[config.mk]
export PLATFORM = sky130hd
export DESIGN_NAME = wkup_bus_arbiter
export DESIGN_NICKNAME = d
export VERILOG_FILES = /design/src/rtl/wkup_bus_arbiter.sv
export SDC_FILE = /design/constraint.sdc
export NUM_CORES = 1
export LEC_CHECK = 0
export BUFFER_PORTS_ARGS = -buffer_cell sky130_fd_sc_hd__buf_2
export CAP_MARGIN = 0
export CORE_UTILIZATION = 50
export DETAILED_ROUTE_END_ITERATION = 10
export GPL_ROUTABILITY_DRIVEN = 0
export MAX_ROUTING_LAYER = met4
export PLACE_DENSITY = 0.8
export RECOVER_POWER = 50
export SETUP_SLACK_MARGIN = 0.02
export SKIP_CTS_REPAIR_TIMING = 1
export SYNTH_ARGS = -nofsm -noshare
export SYNTH_HDL_FRONTEND = slang
export SYNTH_SLANG_ARGS = --single-unit
[constraint.sdc]
create_clock -name clk -period 4.4 [get_ports clk]
set_input_delay 0.44 -clock clk [delete_from_list [all_inputs] [get_ports clk]]
set_output_delay 0.44 -clock clk [all_outputs]
set_load 0.05 [all_outputs]
[src/rtl/wkup_bus_arbiter.sv]
// Round-robin arbiter sharing the two wakeup/forward buses among N_REQ units.
// Picks up to two requesters per cycle and drives registered bus outputs.
module wkup_bus_arbiter #(
    parameter  int N_REQ  = 4,
    parameter  int TAG_W  = 6,
    parameter  int DATA_W = 32,
    localparam int PTR_W  = $clog2(N_REQ)
) (
    input  logic                             clk,
    input  logic                             rst_n,
    input  logic                             flush,
    input  logic [N_REQ-1:0]                 req_valid_i,
    input  logic [N_REQ-1:0][TAG_W-1:0]      req_tag_i,
    input  logic [N_REQ-1:0][DATA_W-1:0]     req_data_i,
    output logic [N_REQ-1:0]                 req_ready_o,
    output logic [1:0]                       wkup_valid_o,
    output logic [1:0][TAG_W-1:0]            wkup_tag_o,
    output logic [1:0][DATA_W-1:0]           wkup_data_o,
    output logic [1:0][N_REQ-1:0]            wkup_src_o,
    output logic [PTR_W-1:0]                 rr_ptr_o
);

    logic [PTR_W-1:0]            rr_ptr;
    logic [PTR_W-1:0]            scan_idx [N_REQ];
    logic [1:0]                  hit;
    logic [1:0][PTR_W-1:0]       sel;
    logic [1:0]                  take;
    logic [1:0][N_REQ-1:0]       oh;
    logic [PTR_W-1:0]            last;
    logic                        grant_en;

    // (base + k) mod N_REQ, valid for any N_REQ including non-powers of 2
    function automatic logic [PTR_W-1:0] idx_at(
        input logic [PTR_W-1:0] base,
        input int unsigned      k
    );
        logic [PTR_W:0] s;
        s = {1'b0, base} + (PTR_W+1)'(k);
        if (s >= (PTR_W+1)'(N_REQ))
            s = s - (PTR_W+1)'(N_REQ);
        return s[PTR_W-1:0];
    endfunction

    always_comb begin
        for (int k = 0; k < N_REQ; k++)
            scan_idx[k] = idx_at(rr_ptr, k);
    end

    always_comb begin
        hit = '0;
        sel = '0;
        for (int k = 0; k < N_REQ; k++) begin
            if (req_valid_i[scan_idx[k]]) begin
                if (!hit[0]) begin
                    hit[0] = 1'b1;
                    sel[0] = scan_idx[k];
                end else if (!hit[1]) begin
                    hit[1] = 1'b1;
                    sel[1] = scan_idx[k];
                end
            end
        end
    end

    assign grant_en = !rst_n && !flush;
    assign take     = hit & {2{grant_en}};
    assign last     = take[1] ? sel[1] : sel[0];

    always_comb begin
        oh = '0;
        for (int b = 0; b < 2; b++)
            if (take[b])
                oh[b] = N_REQ'(1) << sel[b];
    end

    assign req_ready_o = oh[0] | oh[1];
    assign rr_ptr_o    = rr_ptr;

    // Idle buses are forced to zero: consumers OR the two buses together
    always_ff @(posedge clk) begin
        if (rst_n) begin
            rr_ptr       <= '0;
            wkup_valid_o <= '0;
            wkup_tag_o   <= '0;
            wkup_data_o  <= '0;
            wkup_src_o   <= '0;
        end else begin
            for (int b = 0; b < 2; b++) begin
                wkup_valid_o[b] <= take[b];
                wkup_src_o[b]   <= oh[b];
                wkup_tag_o[b]   <= take[b] ? req_tag_i[sel[b]]  : '0;
                wkup_data_o[b]  <= take[b] ? req_data_i[sel[b]] : '0;
            end
            if (take[0])
                rr_ptr <= idx_at(last, 1);
        end
    end

endmodule
Word-level counts from Yosys, hierarchy flattened
Cells that the tools add are included.

word-level totals
  bits in registers = 88
  bits of input ports = 159
  output and inout bits = 92
  logic and storage cells = 83

cells by class
  add/sub/neg operators = 9
  order comparisons = 11
  shift operators = 2
  multiplexer cells = 44
  bitwise gates (word level) = 4
  reductions and logical operators = 5

operators with widths
  operator               count
  $bmux W32 S2           2
  $mux W32               2
  $mux W2                19
  $bmux W6 S2            2
  $mux W4                5
  $lt A2 B3 Y1 const B   6
  $ge A3 B3 Y1 const B   4
  $mux W6                2
  $sub A2 B1 Y2 const B  5
  $bmux W1 S2            4
  $mux W1                8
  $shl A1 B2 Y4 const A  2
  $add A2 B1 Y3 const B  2
  $add A2 B2 Y3 const B  2
  $or A4 B4 Y4           1
  $reduce_or A2 Y1       2
  $ge A2 B3 Y1 const B   1
  $and A2 B2 Y2          1
  $logic_not A1 Y1       2
  $not A1 Y1             2
  $logic_and A1 B1 Y1    1

Logic depth before layout (Yosys ltp)
  depth in word-level cells = 17
  depth in mapped cells = 14

Worst setup path after synthesis
OpenSTA, ideal clock, no wires.

  path kind = register to output
  start = register rr_ptr[0] (netlist: rr_ptr_o[0])
  end = output req_ready_o[0]
  data arrival time = 4180 ps
  required time = 3960 ps
  path slack = -220 ps
  cell stages (with the launch flop) = 14
  buffers on the path = 6
  cell sequence = dfxtp_1 -> buf_2 -> buf_4 -> clkbuf_1 -> clkbuf_1 -> mux4_2 -> ha_1 -> nand2_1 -> a2111oi_1 -> or3_1 -> buf_2 -> buf_6 -> nand2b_1 -> o22ai_1

on the way
  cells in the longest elaborated chain, start to end = 16

ends and longest elaborated chain
  what                                                                    RTL line  text
  start: declaration                                                      23        logic [PTR_W-1:0] rr_ptr;
  start signal: assignment                                                95        rr_ptr <= idx_at(last, 1);
  parallel branches: the longest is 15 deep, another holds $add A2 B1 Y3  --
  $or A4 B4 Y4 *                                                          76        assign req_ready_o = oh[0] | oh[1];
  end: declaration                                                        15        output logic [N_REQ-1:0] req_ready_o,

Mark *: on every way between the ends. The select of a mux whose other input is x is not followed.

Worst setup path in the final report
  start = register rr_ptr[0] (netlist: rr_ptr_o[0])
  end = output req_ready_o[3]

The elaborated chain is that of the path after synthesis.

==> results.yml <==
clock_network:
  clkLatencyLatePin_ps: 360
  tritoncts_clock_tree: "yes"
  ctsLongestPathBuffers: 2
  cts_htree_levels: 3
  cts_made_buffers: 9
  clock_sink_count: 88
  clkTransAtPathRegs_ps: 70
  cts-root-buf: "clkbuf_16"
floorplan:
  horizontal_die_dimension_um: 124
  floorplan.initialDensity: 0.514
  rows: 44
  design.portCount: 251
  core_um2: 14600
  dieArea_um2: 15500
  dieHeight_um: 124
finish:
  sequential_cell_area_um2: 1770
  finalCoreUtilization: 0.605
  drive_above_1_share: 0.224
  multi_input_comb_area_um2: 5080
  filler_cells: 1303
  instances_no_fill: 1193
  final_nets: 1160
  syn2layout_area_growth_pct: 17.6
synth:
  synthesis.area_um2: 7500
  most_common_library_cells_after_synthesis: "a221oi_1, mux2i_1, dfxtp_1, a211oi_1, o22a_1"
  ys_warn_count: 0
  ys_types: 57
  synth_largest_area_cell: "dfxtp_1"
  ys_async_sr_fraction: 0
  netlist_instances: 840
  synth_edf_count: 0
  synthTopCellsByArea: "dfxtp_1, a221oi_1, mux2i_1"
  synth_most_common_cell: "a221oi_1"
  ffs_latches_synth: 88
  synth_area_per_cell_um2: 8.93
  ys_dominant_reg_cell: "dfxtp_1"
  syn_nets: 1001
  yosysSeqAreaShare: 0.235
  synth_largest_type_area_fraction: 0.235
routing:
  total_number_of_vias: 8581
  avgViaCountPerCell: 7.19
  drc: 0
  ant_nets: 0
  drt_iter0_drc: 995
  drt_pre_antenna_iters: 7
  postRouteWirelength_mm: 25.8
  routed_len_inst_um: 21.6
timing:
  finalCriticalPeriod_ps: 4000
  max-slew-margin-rel: 0.388
  max_clock_freq_ghz: 0.250
  worst_hold_margin_ps: 369
  tns_ps: 0
  clock-skew-final_ps: 7.56
  rsz_0062_raised_after_global_routing: "false"
  tightestPinTransition_ps: 918
  final_number_of_hold_violating_endpoints: 0
  timing.final.crit_share: 0.910
  final-max-slew-violation-count: 0
  final-setup-viol-count: 0
min_path:
  hold_path.class: "input port to register"
global_route:
  antenna_violations_before_repair: 4
  grtUsageTotal: 0.329
  grt_max_degree: 77
  grt_first_pass_wirelength_mm: 40.5
  grt_remaining_overflow: 0
  first_global_vias: 7756
flow_run:
  max_cap_viol_count: 0
placed_design:
  numPortBuffers: 250
  post-dp-hpwl_mm: 15.3
  dp_cells: 1172
setup_path:
  stage_delay_of_the_slowest_cell_on_the_critical_path_ps: 720
  critical_path.startpoint_type: "register"
  critical-path-slowest-cell: "dfxtp_4"
  path_max_fanout: 51
  timing.critical_path.to_type: "primary output"
  worstPathRequired_ps: 3960
  timing.critical_path.cells: "mux4_2, ha_1, mux2_2, nor3_1, o2bb2ai_2, inv_1, o22ai_2, buf_2"
  critical_path_arrival_ps: 3560
  path_class: "register to primary output"
pwr:
  leakagePower_nw: 3.53
  pwr_density_cell_nw_per_um2: 443
  ir_drop_mv: 0.234
outcome:
  status: "complete, no violations"
registers in the layout (all words and copies together), names as in the netlist:
signal        cells
wkup_valid_o      2
wkup_tag_o       12
rr_ptr_o          2
wkup_src_o        8
wkup_data_o      64
worst paths after layout:
kind                            cells past startpoint   startpoint  slack, ps         endpoint
worst min-delay path                                2        flush        370  wkup_valid_o[0]
worst max register to register                      8  rr_ptr_o[0]       1280  wkup_data_o[37]
worst max-delay path                                8  rr_ptr_o[0]        400   req_ready_o[3]
worst min register to register                      3  rr_ptr_o[1]        760      rr_ptr_o[1]
worst max-delay path, delay by kind of cell, from the launching register on:
family	cells	cell delay, ps
buf+inv	2	450
mux	2	1070
fa+ha+maj	1	360
flops	1	720
compound gates	2	490
simple gates	1	110
final cells by class:
type,instances,area share
clock inverter,7,0.0109
timing repair buffer,269,0.151
tap,184,0.0261
multi-input combinational,611,0.576
antenna,5,0.00142
clock buffer,9,0.0255
sequential,88,0.200
inverter,20,0.00851
layout by cell type, fill, tap and decap left out, types with 3 or more instances in the layout:
cell,n
buf_4,15
o22ai_1,42
a221oi_1,153
o22a_1,76
buf_12,4
nand2_1,3
or3b_2,3
clkinv_4,3
nor4b_1,32
a211oi_1,78
mux2i_1,104
inv_1,19
nand2b_1,8
nor2b_1,3
dfxtp_1,87
buf_2,163
nor4_1,6
clkbuf_1,87
nand3b_1,4
diode_2,5
clkbuf_16,9
a21oi_1,20
nor3_1,5
nor2_1,26
layer usage:
metal | GRT usage | wire length, um | up-vias
met4 | 0.121 | 587 | 0
li1 | - | - | 3876
met1 | 0.420 | 10700 | 4096
met5 | - | 0 | -
met3 | 0.0601 | 2470 | 55
met2 | 0.517 | 12000 | 554
stage by stage:
step / power [mW] / area (um^2) / worst slack (ps)
floorplan: 2.65 / 7510 / -220
global placement: 3.03 / 8600 / 882
detailed placement: 3.06 / 8600 / 815
CTS: 3.91 / 8920 / 420
global route: 4.10 / 8820 / 148
finish: 3.90 / 8820 / 397
kinds of logic (layout without fill, tap and decap cells):
kind of cell,Yosys count,count (layout),synth area share
multiplexers,108,108,0.148
AND/OR/NAND/NOR,104,104,0.0890
XOR/XNOR,3,3,0.00351
buffers and inverters,141,305,0.0971
AO/OA/AOI/OAI,393,393,0.423
flip-flops,88,88,0.235
adder cells (fa/ha/maj),3,3,0.00467
other,0,5,0
report_power, final:
| group | leakage [nW] | total [mW] | internal [mW] | switching, mW |
|---|---|---|---|---|
| Sequential | 0.722 | 0.941 | 0.892 | 0.0495 |
| Clock | 0.159 | 0.848 | 0.499 | 0.350 |
| Combinational | 2.64 | 2.11 | 0.778 | 1.34 |
(Power assumes the default switching activity.)
